$ cat src/rtl/alu_lab_pkg.sv
// Shared constants for the 8-bit lab ALU: widths, entry-stage
// encodings and opcodes. Imported by the loader, its bus and the ALU.
package alu_lab_pkg;

    localparam int DATA_W = 8;
    localparam int OP_W   = 3;

    localparam logic [1:0] S_LOAD_A  = 2'd0;
    localparam logic [1:0] S_LOAD_B  = 2'd1;
    localparam logic [1:0] S_LOAD_OP = 2'd2;
    localparam logic [1:0] S_RUN     = 2'd3;

    localparam logic [2:0] OP_NOT = 3'b000;
    localparam logic [2:0] OP_AND = 3'b001;
    localparam logic [2:0] OP_OR  = 3'b010;
    localparam logic [2:0] OP_XOR = 3'b100;

    typedef enum logic [1:0] {
        LOAD_A  = S_LOAD_A,
        LOAD_B  = S_LOAD_B,
        LOAD_OP = S_LOAD_OP,
        RUN     = S_RUN
    } stage_t;

endpackage

$ cat src/rtl/alu_operand_loader_if.sv
// Operand bus from the loader to the ALU and LEDs.
// master: op_a, op_b, opcode, valid, stage driven; slave: all read.
interface alu_operand_if
    import alu_lab_pkg::*;
();

    logic [DATA_W-1:0] op_a;
    logic [DATA_W-1:0] op_b;
    logic [OP_W-1:0]   opcode;
    logic              valid;
    logic [1:0]        stage;

    modport master (
        output op_a, op_b, opcode, valid, stage
    );

    modport slave (
        input op_a, op_b, opcode, valid, stage
    );

endinterface

$ cat src/rtl/alu_operand_loader_key_debounce.sv
// Pushbutton conditioning: 2-flop sync, stable-count debounce, press pulse.
// Ports: clk, rst_n (async low), key_n (raw, active-low), press (1 cycle).
module key_debounce #(
    parameter int DEBOUNCE_CYCLES = 1000000,
    parameter int CNT_W           = 20
) (
    input  logic clk,
    input  logic rst_n,
    input  logic key_n,
    output logic press
);

    logic             sync_1;
    logic             sync_2;
    logic             db;
    logic             db_d;
    logic [CNT_W-1:0] cnt;

    localparam logic [CNT_W-1:0] CNT_LAST = CNT_W'(DEBOUNCE_CYCLES - 1);

    // Reset to "released" so a key held through reset reads as a new press.
    always_ff @(posedge clk or negedge rst_n) begin
        if (!rst_n) begin
            sync_1 <= 1'b1;
            sync_2 <= 1'b1;
            db     <= 1'b1;
            db_d   <= 1'b1;
            cnt    <= '0;
        end else begin
            sync_1 <= key_n;
            sync_2 <= sync_1;
            db_d   <= db;
            if (sync_2 == db) begin
                cnt <= '0;
            end else if (cnt == CNT_LAST) begin
                db  <= sync_2;
                cnt <= '0;
            end else begin
                cnt <= cnt + 1'b1;
            end
        end
    end

    // Falling edge of the debounced key only; release is ignored.
    assign press = db_d & ~db;

endmodule

$ cat src/rtl/alu_operand_loader.sv
// Operand entry stage: steps A -> B -> opcode -> run on each key press.
// Ports: clk, rst_n, sw_data, sw_op, key_n; alu bus (op_a/op_b/opcode/valid/stage).
module alu_operand_loader
    import alu_lab_pkg::*;
#(
    parameter int DEBOUNCE_CYCLES = 1000000,
    parameter int CNT_W           = 20
) (
    input  logic              clk,
    input  logic              rst_n,
    input  logic [DATA_W-1:0] sw_data,
    input  logic [OP_W-1:0]   sw_op,
    input  logic              key_n,
    alu_operand_if.master     alu
);

    logic press;

    stage_t            state;
    stage_t            state_nx;
    logic [DATA_W-1:0] a_q;
    logic [DATA_W-1:0] a_nx;
    logic [DATA_W-1:0] b_q;
    logic [DATA_W-1:0] b_nx;
    logic [OP_W-1:0]   op_q;
    logic [OP_W-1:0]   op_nx;
    logic              valid_q;
    logic              valid_nx;

    key_debounce #(
        .DEBOUNCE_CYCLES (DEBOUNCE_CYCLES),
        .CNT_W           (CNT_W)
    ) u_key (
        .clk   (clk),
        .rst_n (rst_n),
        .key_n (key_n),
        .press (press)
    );

    always_ff @(posedge clk or negedge rst_n) begin
        if (!rst_n) begin
            state   <= LOAD_A;
            a_q     <= '0;
            b_q     <= '0;
            op_q    <= '0;
            valid_q <= 1'b0;
        end else begin
            state   <= state_nx;
            a_q     <= a_nx;
            b_q     <= b_nx;
            op_q    <= op_nx;
            valid_q <= valid_nx;
        end
    end

    // Captured values persist across RUN -> LOAD_A until overwritten.
    always_comb begin
        state_nx = state;
        a_nx     = a_q;
        b_nx     = b_q;
        op_nx    = op_q;
        valid_nx = valid_q;
        if (press) begin
            unique case (state)
                LOAD_A: begin
                    a_nx     = sw_data;
                    state_nx = LOAD_B;
                end
                LOAD_B: begin
                    b_nx     = sw_data;
                    state_nx = LOAD_OP;
                end
                LOAD_OP: begin
                    op_nx    = sw_op;
                    valid_nx = 1'b1;
                    state_nx = RUN;
                end
                RUN: begin
                    valid_nx = 1'b0;
                    state_nx = LOAD_A;
                end
                default: state_nx = LOAD_A;
            endcase
        end
    end

    assign alu.op_a   = a_q;
    assign alu.op_b   = b_q;
    assign alu.opcode = op_q;
    assign alu.valid  = valid_q;
    assign alu.stage  = state;

endmodule

$ cat src/flat_wrapper.sv
// flat-port wrapper written by rule: the top's interface ports become plain ports
module alu_operand_loader_flat import alu_lab_pkg::*;
#(
    parameter int DEBOUNCE_CYCLES = 1000000,
    parameter int CNT_W           = 20
)
  (clk, rst_n, sw_data, sw_op, key_n, alu_op_a, alu_op_b, alu_opcode, alu_valid, alu_stage);
  alu_operand_if alu_i ();
  input  logic clk;
  input  logic rst_n;
  input  logic [DATA_W-1:0] sw_data;
  input  logic [OP_W-1:0] sw_op;
  input  logic key_n;
  output wire logic [$bits(alu_i.op_a)-1:0] alu_op_a;
  output wire logic [$bits(alu_i.op_b)-1:0] alu_op_b;
  output wire logic [$bits(alu_i.opcode)-1:0] alu_opcode;
  output wire logic [$bits(alu_i.valid)-1:0] alu_valid;
  output wire logic [$bits(alu_i.stage)-1:0] alu_stage;
  assign alu_op_a = alu_i.op_a;
  assign alu_op_b = alu_i.op_b;
  assign alu_opcode = alu_i.opcode;
  assign alu_valid = alu_i.valid;
  assign alu_stage = alu_i.stage;
  alu_operand_loader #(.DEBOUNCE_CYCLES(DEBOUNCE_CYCLES), .CNT_W(CNT_W)) u_core (.clk(clk), .rst_n(rst_n), .sw_data(sw_data), .sw_op(sw_op), .key_n(key_n), .alu(alu_i));
endmodule
$ cat config.mk
export PLATFORM = sky130hd
export DESIGN_NAME = alu_operand_loader_flat
export DESIGN_NICKNAME = d
export VERILOG_FILES = /design/src/rtl/alu_lab_pkg.sv /design/src/rtl/alu_operand_loader_if.sv /design/src/rtl/alu_operand_loader_key_debounce.sv /design/src/rtl/alu_operand_loader.sv /design/src/flat_wrapper.sv
export SDC_FILE = /design/constraint.sdc
export NUM_CORES = 1
export LEC_CHECK = 0
export ABC_AREA = 1
export CORE_ASPECT_RATIO = 0.9
export CORE_MARGIN = 8
export CORE_UTILIZATION = 40
export CTS_CLUSTER_SIZE = 12
export DETAILED_ROUTE_END_ITERATION = 12
export PLACE_DENSITY = 0.71
export SETUP_SLACK_MARGIN = 0.15
export SYNTH_ARGS = -nofsm -noshare
export SYNTH_HDL_FRONTEND = slang
export SYNTH_SLANG_ARGS = --single-unit
export TNS_END_PERCENT = 30
$ cat constraint.sdc
create_clock -name clk -period 3.6 [get_ports clk]
set_clock_uncertainty 0.2 [all_clocks]
set_input_delay 0.72 -clock clk [delete_from_list [all_inputs] [get_ports clk]]
set_output_delay 0.72 -clock clk [all_outputs]
set_load 0.005 [all_outputs]
==> results of run 1 <==
-- final cells by class --
type                    count  area (sq um)
fillers                   483          2540
well taps                  67          83.8
inverters                  29           109
clock inverters             2          37.5
flip-flops and latches     46          1160
multi-input cells         165           880
repair buffers             35           345
clock buffers               6          72.6
-- cell families (layout without fill, tap and decap cells) --
family,Yosys count,count (layout)
AOI/OAI and AO/OA,28,28
xor gates and xnor gates,10,10
adders and majority gates,6,6
buffers and inverters,31,72
DFF,46,46
muxes,3,3
and+or+nand+nor,118,118
-- through the flow --
step | setup WS, ns | util | instances
after floorplan | 2.11 | - | 242
after global placement | 1.79 | 0.493 | 342
after detailed placement | 1.76 | 0.493 | 342
after CTS | 1.43 | 0.514 | 350
after global routing | 1.38 | 0.514 | 350
final | 1.46 | 0.514 | 350
-- registers in the layout (all words and copies together), names as in the netlist --
register	flops
u_core.alu.op_b	8
u_core.alu.op_a	8
u_core.u_key.db_d	1
u_core.u_key.sync_2	1
u_core.u_key.cnt	20
u_core.alu.stage	2
u_core.alu.valid	1
u_core.alu.opcode	3
u_core.u_key.db	1
u_core.u_key.sync_1	1
-- cells in the mapped netlist (all sizes together) --
| library cell | number |
|---|---|
| mux2 | 3 |
| nand3 | 16 |
| dfrtp | 42 |
| nor3 | 3 |
| o21bai | 2 |
| xnor2 | 3 |
| a22oi | 1 |
| nand4 | 5 |
| a21oi | 3 |
| nand3b | 1 |
| xor2 | 7 |
| nor2 | 44 |
| nand2 | 49 |
| buf | 2 |
| dfstp | 4 |
| ha | 6 |
| o21ai | 22 |
| inv | 29 |
-- power breakdown --
| part | switching, mW | internal (mW) |
|---|---|---|
| Sequential | 0.00353 | 0.523 |
| Clock | 0.176 | 0.207 |
| Combinational | 0.0221 | 0.0203 |
| Total | 0.202 | 0.750 |
-- worst paths after layout --
kind                                         to  cells past startpoint  slack [ns]                 from
max                                alu_stage[0]                      1        1.46  u_core.alu.stage[0]
min                         u_core.u_key.sync_2                      0        0.16  u_core.u_key.sync_1
max reg2reg                 u_core.u_key.cnt[9]                      8        1.87  u_core.u_key.cnt[0]
min reg2reg                 u_core.u_key.sync_2                      0        0.16  u_core.u_key.sync_1
max in group asynchronous  u_core.u_key.cnt[14]                      1        2.21                rst_n
min in group asynchronous   u_core.u_key.cnt[5]                      1        0.38                rst_n
-- metal layers --
metal  wire length, microns  vias up  GRT usage
met4                     59        0     0.0629
met2                   2010       46      0.176
met1                   2050      753      0.156
met5                      0        -          0
li1                       -      845          -
met3                    401        5     0.0585
==> flow_summary_export.csv, run 1 <==
group,metric,value,unit
yosys,synth.area.mux_share,0.0157,
clock_network,cts_resized,0,
timing,min_period,2.14,ns
clock_network,cts_tree,"done",
global_route,grt_pass1_wl,7980,microns
power_and_ir_drop,power.leakage,1.21,nW
yosys,yosysTopAreaCellShare,0.488,
floorplan,io-pin-count,36,
floorplan,initial_utilization,0.412,
placed_design,postPlaceCellArea,2570,sq um
yosys,yosys.area.top_type,"dfrtp_1",
layout,area_growth,24.6,%
global_route,first_global_vias,1681,
clock_network,holdBufCountCts,0,
floorplan,core-area,5220,sq um
worst_setup_path,crit_family,"buffers and inverters",
drt,wl_per_cell,12.9,microns
yosys,syn-num-nets,262,
yosys,ys_warn_count,0,
timing,relSlewSlack,0.341,
power_and_ir_drop,p_per_area,355,nW/um^2
yosys,ys_ff_latch,46,
timing,rsz0062_at_grt,"false",
timing,holdWs,0.162,ns
worst_setup_path,crit_chain,"clkdlybuf4s50_1",
timing,tightest_slew,0.989,ns
clock_network,clkSinkCount,46,
global_route,grt_usage,0.125,
timing,slew_violations,0,
placed_design,io_buffers,35,
clock_network,worst_skew_pair.late_latency,0.30,ns
power_and_ir_drop,finalPower,0.952,mW
worst_setup_path,crit_required,2.68,ns
yosys,syn_avg_cell_area,8.90,sq um
worst_setup_path,worstPathArrival,1.22,ns
yosys,synth-xor-area-share,0.0441,
worst_setup_path,end_kind,"primary output",
layout,stdcell_area,2680,sq um
yosys,synth_fa_ha_area_frac,0.0348,
yosys,synth_cell_types,24,
worst_setup_path,crit_type,"reg2out",
floorplan,die_w,93.4,microns
clock_network,clk_path_buf_depth,2,
yosys,synth_compound_area_frac,0.0685,
yosys,netlist_instances,242,
clock_network,ctsRootBufferMaster,"clkbuf_8",
yosys,synth_top_family_by_area,"simple AND/OR/NAND/NOR gates",
floorplan,die_h,85.6,microns
placed_design,dp_hpwl,3300,microns
placed_design,place.gp.congestion,0.891,
global_route,overflow,0,
timing,fin_crit_sh,0.596,
drt,drc,0,
hold_path,hold_class,"reg2reg",
yosys,synthTopCellsByArea,"dfrtp_1 49%, nand2_1 7.8%, nor2_1 6.6%",
timing,setup_viol,0,
job,maxCapViolCount,0,
layout,drive_gt1_frac,0.106,
floorplan,rows,25,
worst_setup_path,critPathBufInv,1,
layout,final_nets,302,
drt,vias_per_cell,4.71,
drt,first_pass_iters,4,
timing,tns,0,ns
clock_network,htree_levels,2,
timing,fmax,0.466,GHz
worst_setup_path,worst_path_max_delay_cell,"clkdlybuf4s50_1",
drt,drt-total-wl,4530,microns
yosys,synth_area,2150,sq um
clock_network,path_clk_slew,0.08,ns
drt,drtIter0Drc,88,
timing,final-hold-violation-count,0,
drt,vias,1649,
worst_setup_path,critPathMaxStageDelay,0.53,ns
power_and_ir_drop,worst_ir_drop_vdd,0.212,mV
drt,drtAntennaViolNets,0,
floorplan,die_area,7990,sq um
status,status,"completed",
yosys,yosysSeqAreaShare,0.537,
layout,final_common_cell,"nand2_1",
yosys,synthSimpleGateAreaFrac,0.245,
global_route,grt_max_degree,47,
global_route,antenna_found_initial,0,
layout,final_cell_mix,"45 x nand2_1, 42 x dfrtp_1, 38 x nor2_1, 34 x clkdlybuf4s50_1, 27 x inv_1",
layout,insertedDiodeCount,0,
clock_network,numCtsBuffers,5,
clock_network,post_cts_buffers,0,
worst_setup_path,cp-start-kind,"flop",
worst_setup_path,cp_max_fo,4,
(Power assumes the default switching activity.)
==> inputs of run 2 (changes only) <==
PLACE_DENSITY = 0.73   (was 0.71)
clock period = 1.9 ns   (was 3.6 ns; I/O delays follow)
==> flow_summary_export.csv, run 2 (synthesis gave the netlist of run 1 again) <==
group,metric,value,unit
layout,final_nets,307,
global_route,grt_pass1_wl,8020,microns
floorplan,initial_utilization,0.412,
layout,fillers,460,
drt,drc,0,
worst_setup_path,critPathMaxStageDelay,0.52,ns
power_and_ir_drop,power.leakage,1.25,nW
floorplan,io-pin-count,36,
clock_network,numCtsBuffers,5,
drt,vias_per_cell,4.79,
clock_network,htree_levels,2,
floorplan,core-area,5220,sq um
timing,holdWs,0.160,ns
layout,final_common_cell,"nand2_1",
timing,fmax,0.567,GHz
clock_network,ctsRootBufferMaster,"clkbuf_8",
worst_setup_path,cp-start-kind,"flop",
worst_setup_path,end_kind,"primary output",
layout,largest_register_ffs,20,
timing,final-hold-violation-count,0,
worst_setup_path,crit_required,1.32,ns
layout,insertedDiodeCount,0,
timing,tns,0,ns
clock_network,worst_skew_pair.late_latency,0.31,ns
drt,drtIter0Drc,88,
timing,slew_violations,0,
worst_setup_path,critPathBufInv,1,
power_and_ir_drop,p_per_area,632,nW/um^2
worst_setup_path,crit_chain,"clkdlybuf4s50_1",
drt,wl_per_cell,12.8,microns
placed_design,dp_hpwl,3300,microns
layout,final_cell_mix,"45 x nand2_1, 42 x dfrtp_1, 37 x nor2_1, 27 x inv_1, 25 x clkdlybuf4s50_1",
timing,tightest_slew,0.474,ns
floorplan,die_w,93.4,microns
floorplan,die_area,7990,sq um
power_and_ir_drop,worst_ir_drop_vdd,0.519,mV
layout,regMostFlops,"u_core.u_key.cnt",
worst_setup_path,worst_path_max_delay_cell,"clkdlybuf4s50_1",
drt,vias,1700,
clock_network,path_clk_slew,0.09,ns
timing,relSlewSlack,0.683,
job,maxCapViolCount,0,
clock_network,cts_tree,"done",
floorplan,die_h,85.6,microns
layout,multi_input_area,890,sq um
drt,drtAntennaViolNets,0,
worst_setup_path,crit_type,"reg2out",
worst_setup_path,crit_family,"buffers and inverters",
global_route,grt_usage,0.125,
worst_setup_path,worstPathArrival,1.18,ns
layout,regArea,1160,sq um
drt,drt-total-wl,4550,microns
global_route,antenna_found_initial,0,
timing,rsz0062_at_grt,"true",
floorplan,rows,25,
global_route,grt_max_degree,47,
timing,fin_crit_sh,0.928,
worst_setup_path,cp_max_fo,2,
clock_network,clkSinkCount,46,
layout,area_growth,26.8,%
global_route,overflow,0,
placed_design,io_buffers,35,
timing,setup_viol,0,
clock_network,clk_path_buf_depth,2,
placed_design,place.gp.congestion,0.837,
layout,drive_gt1_frac,0.128,
global_route,first_global_vias,1765,
hold_path,hold_class,"reg2reg",
drt,first_pass_iters,4,
timing,min_period,1.76,ns
status,status,"completed",
## run 2: worst paths after layout
check	endpoint	startpoint	slack [ns]	depth (start not counted)
max in group asynchronous	u_core.u_key.sync_1	rst_n	0.85	3
min in group asynchronous	u_core.u_key.cnt[12]	rst_n	0.38	3
worst min-delay path	u_core.u_key.sync_2	u_core.u_key.sync_1	0.16	0
worst max register to register	u_core.alu.op_b[3]	u_core.alu.stage[1]	0.24	6
worst max-delay path	alu_op_b[4]	u_core.alu.op_b[4]	0.14	1
worst min register to register	u_core.u_key.sync_2	u_core.u_key.sync_1	0.16	0
## run 2: per-stage QoR
step           std cells   util  setup slack (ns)  instance area (sq um)  total power, mW
4_1_cts              354  0.518            0.0968                   2710             1.74
3_5_place_dp         343  0.497             0.227                   2590             1.11
6_report             355  0.523             0.137                   2730             1.73
5_1_grt              355  0.523            0.0937                   2730             1.80
3_3_place_gp         343  0.497             0.308                   2590             1.10
2_1_floorplan        242      -             0.409                   2150             1.04
## run 2: timing repair
| item | in CTS | in global routing |
|---|---|---|
| pin swaps | 0 | 0 |
| cloned | 0 | 0 |
| endpoints found under the hold margin | 42 | 0 |
| setup endpoints to repair | 22 | 37 |
| resized for setup | 5 | 7 |
| buffers inserted | 2 | 1 |
| hold buffers | 1 | 0 |
## run 2: layout make-up
class,count,share of cell area
flip-flops and latches,46,0.423
multi-input cells,165,0.326
repair buffers,40,0.147
inverters,29,0.0398
well taps,67,0.0307
clock buffers,5,0.0252
clock inverters,3,0.00870
## run 2: layer usage
metal,global-route usage,vias to the layer above,part of all wire
li1,-,862,-
met1,0.156,787,0.47
met2,0.185,42,0.43
met3,0.0515,9,0.076
met4,0.0526,0,0.018
met5,0,-,0
## run 2: report_power, final
part / total [mW] / internal, mW / switching [mW]
Combinational: 0.0902 / 0.0465 / 0.0436
Sequential: 0.998 / 0.991 / 0.00704
Clock: 0.639 / 0.264 / 0.375
Total: 1.73 / 1.30 / 0.426
==> inputs of run 3 (changes only) <==
REMOVE_ABC_BUFFERS = 1   (was default)
==> flow_summary_export.csv, run 3 (synthesis gave the netlist of run 1 again) <==
group,metric,value,unit
power_and_ir_drop,power.leakage,1.24,nW
worst_setup_path,cp_max_fo,2,
hold_path,hold_class,"reg2reg",
placed_design,io_buffers,35,
floorplan,die_area,7990,sq um
timing,tns,0,ns
clock_network,cts_tree,"done",
placed_design,place.gp.congestion,0.867,
global_route,grt_pass1_wl,7910,microns
worst_setup_path,rrSetupSlack,0.30,ns
timing,setup_viol,0,
power_and_ir_drop,p_per_area,618,nW/um^2
layout,insertedDiodeCount,0,
timing,tightest_slew,0.395,ns
drt,vias_per_cell,4.77,
global_route,antenna_found_initial,0,
layout,largest_register_ffs,20,
drt,drc,0,
drt,drtAntennaViolNets,0,
layout,final_nets,306,
layout,regMostFlops,"u_core.u_key.cnt",
global_route,first_global_vias,1719,
layout,final_common_cell,"nand2_1",
timing,final-hold-violation-count,0,
drt,drt-total-wl,4490,microns
clock_network,ctsRootBufferMaster,"clkbuf_8",
timing,rsz0062_at_grt,"true",
floorplan,die_h,85.6,microns
floorplan,rows,25,
layout,drive_gt1_frac,0.125,
hold_path,min_to,"u_core.u_key.sync_2",
timing,relSlewSlack,0.737,
layout,area_growth,26.2,%
worst_setup_path,ff2ff_path_depth,5,
worst_setup_path,worstPathArrival,1.17,ns
timing,fin_crit_sh,0.923,
global_route,overflow,0,
clock_network,clkSinkCount,46,
drt,drtIter0Drc,62,
timing,min_period,1.75,ns
worst_setup_path,r2r_end,"u_core.alu.opcode[1]",
global_route,grt_usage,0.124,
clock_network,worst_skew_pair.late_latency,0.30,ns
timing,slew_violations,0,
drt,wl_per_cell,12.7,microns
job,maxCapViolCount,0,
clock_network,htree_levels,2,
floorplan,io-pin-count,36,
worst_setup_path,crit_type,"reg2out",
clock_network,clk_path_buf_depth,2,
drt,vias,1689,
drt,first_pass_iters,4,
worst_setup_path,crit_family,"buffers and inverters",
power_and_ir_drop,worst_ir_drop_vdd,0.395,mV
layout,fillers,480,
placed_design,dp_hpwl,3250,microns
power_and_ir_drop,finalPower,1.68,mW
worst_setup_path,critPathMaxStageDelay,0.51,ns
clock_network,numCtsBuffers,5,
worst_setup_path,critPathBufInv,1,
floorplan,core-area,5220,sq um
global_route,grt_max_degree,47,
hold_path,hold_start,"u_core.u_key.sync_1",
timing,fmax,0.570,GHz
floorplan,die_w,93.4,microns
status,status,"completed",
hold_path,min_path_cells,0,
worst_setup_path,worst_path_max_delay_cell,"clkdlybuf4s50_1",
layout,final_cell_mix,"43 x nand2_1, 42 x dfrtp_1, 37 x nor2_1, 27 x inv_1, 26 x clkdlybuf4s50_1",
floorplan,initial_utilization,0.412,
worst_setup_path,end_kind,"primary output",
worst_setup_path,crit_required,1.32,ns
worst_setup_path,r2r_start,"u_core.alu.stage[0]",
worst_setup_path,cp-start-kind,"flop",
worst_setup_path,crit_chain,"clkdlybuf4s50_1",
clock_network,path_clk_slew,0.09,ns
## run 3: final cells by class
| class | instances | area, sq um | area share |
|---|---|---|---|
| Multi-Input combinational cell | 165 | 892 | 0.328 |
| Clock buffer | 6 | 72.6 | 0.0267 |
| Inverter | 29 | 109 | 0.0400 |
| Tap cell | 67 | 83.8 | 0.0308 |
| Sequential cell | 46 | 1160 | 0.425 |
| Clock inverter | 2 | 13.8 | 0.00506 |
| Timing Repair Buffer | 39 | 392 | 0.144 |
## run 3: how the worst max path moves through the flow
stage,startpoint,end,slack [ns],depth (start not counted)
2_1_floorplan,u_core.u_key.cnt[0],u_core.u_key.cnt[18],0.41,8
3_3_place_gp,u_core.u_key.cnt[0],u_core.u_key.cnt[5],0.31,8
3_5_place_dp,u_core.u_key.cnt[0],u_core.u_key.cnt[9],0.25,8
4_1_cts,u_core.alu.stage[0],alu_stage[0],0.12,1
5_1_grt,u_core.alu.valid,alu_valid,0.09,1
6_report,u_core.alu.opcode[2],alu_opcode[2],0.15,1
## run 3: stage by stage
stage | area (sq um) | instances | hold WS (ns) | worst slack (ns) | util
final | 2720 | 354 | 0.172 | 0.147 | 0.520
after global routing | 2720 | 354 | 0.172 | 0.0860 | 0.520
after CTS | 2700 | 354 | 0.174 | 0.121 | 0.517
after detailed placement | 2590 | 343 | 0.152 | 0.255 | 0.497
after global placement | 2590 | 343 | 0.146 | 0.312 | 0.497
after floorplan | 2140 | 240 | -0.116 | 0.409 | -
## run 3: timing repair
| item | 4_1_cts | 5_1_grt |
|---|---|---|
| setup endpoints to repair | 21 | 40 |
| endpoints found under the hold margin | 42 | 0 |
| resized for setup | 5 | 7 |
| setup buffers | 2 | 0 |
| hold buffers | 1 | 0 |
## run 3: metal layers
metal	up-vias	part of all wire	track usage
li1	852	-	-
met1	786	0.47	0.153
met2	43	0.42	0.175
met3	8	0.093	0.0620
met4	0	0.016	0.0541
met5	-	0	0
## run 3: where the power goes
part | total (mW) | internal, mW | leakage [nW] | switching, mW
combinational | 0.0881 | 0.0449 | 0.660 | 0.0432
clock | 0.594 | 0.260 | 0.0452 | 0.334
sequential | 0.997 | 0.991 | 0.535 | 0.00681
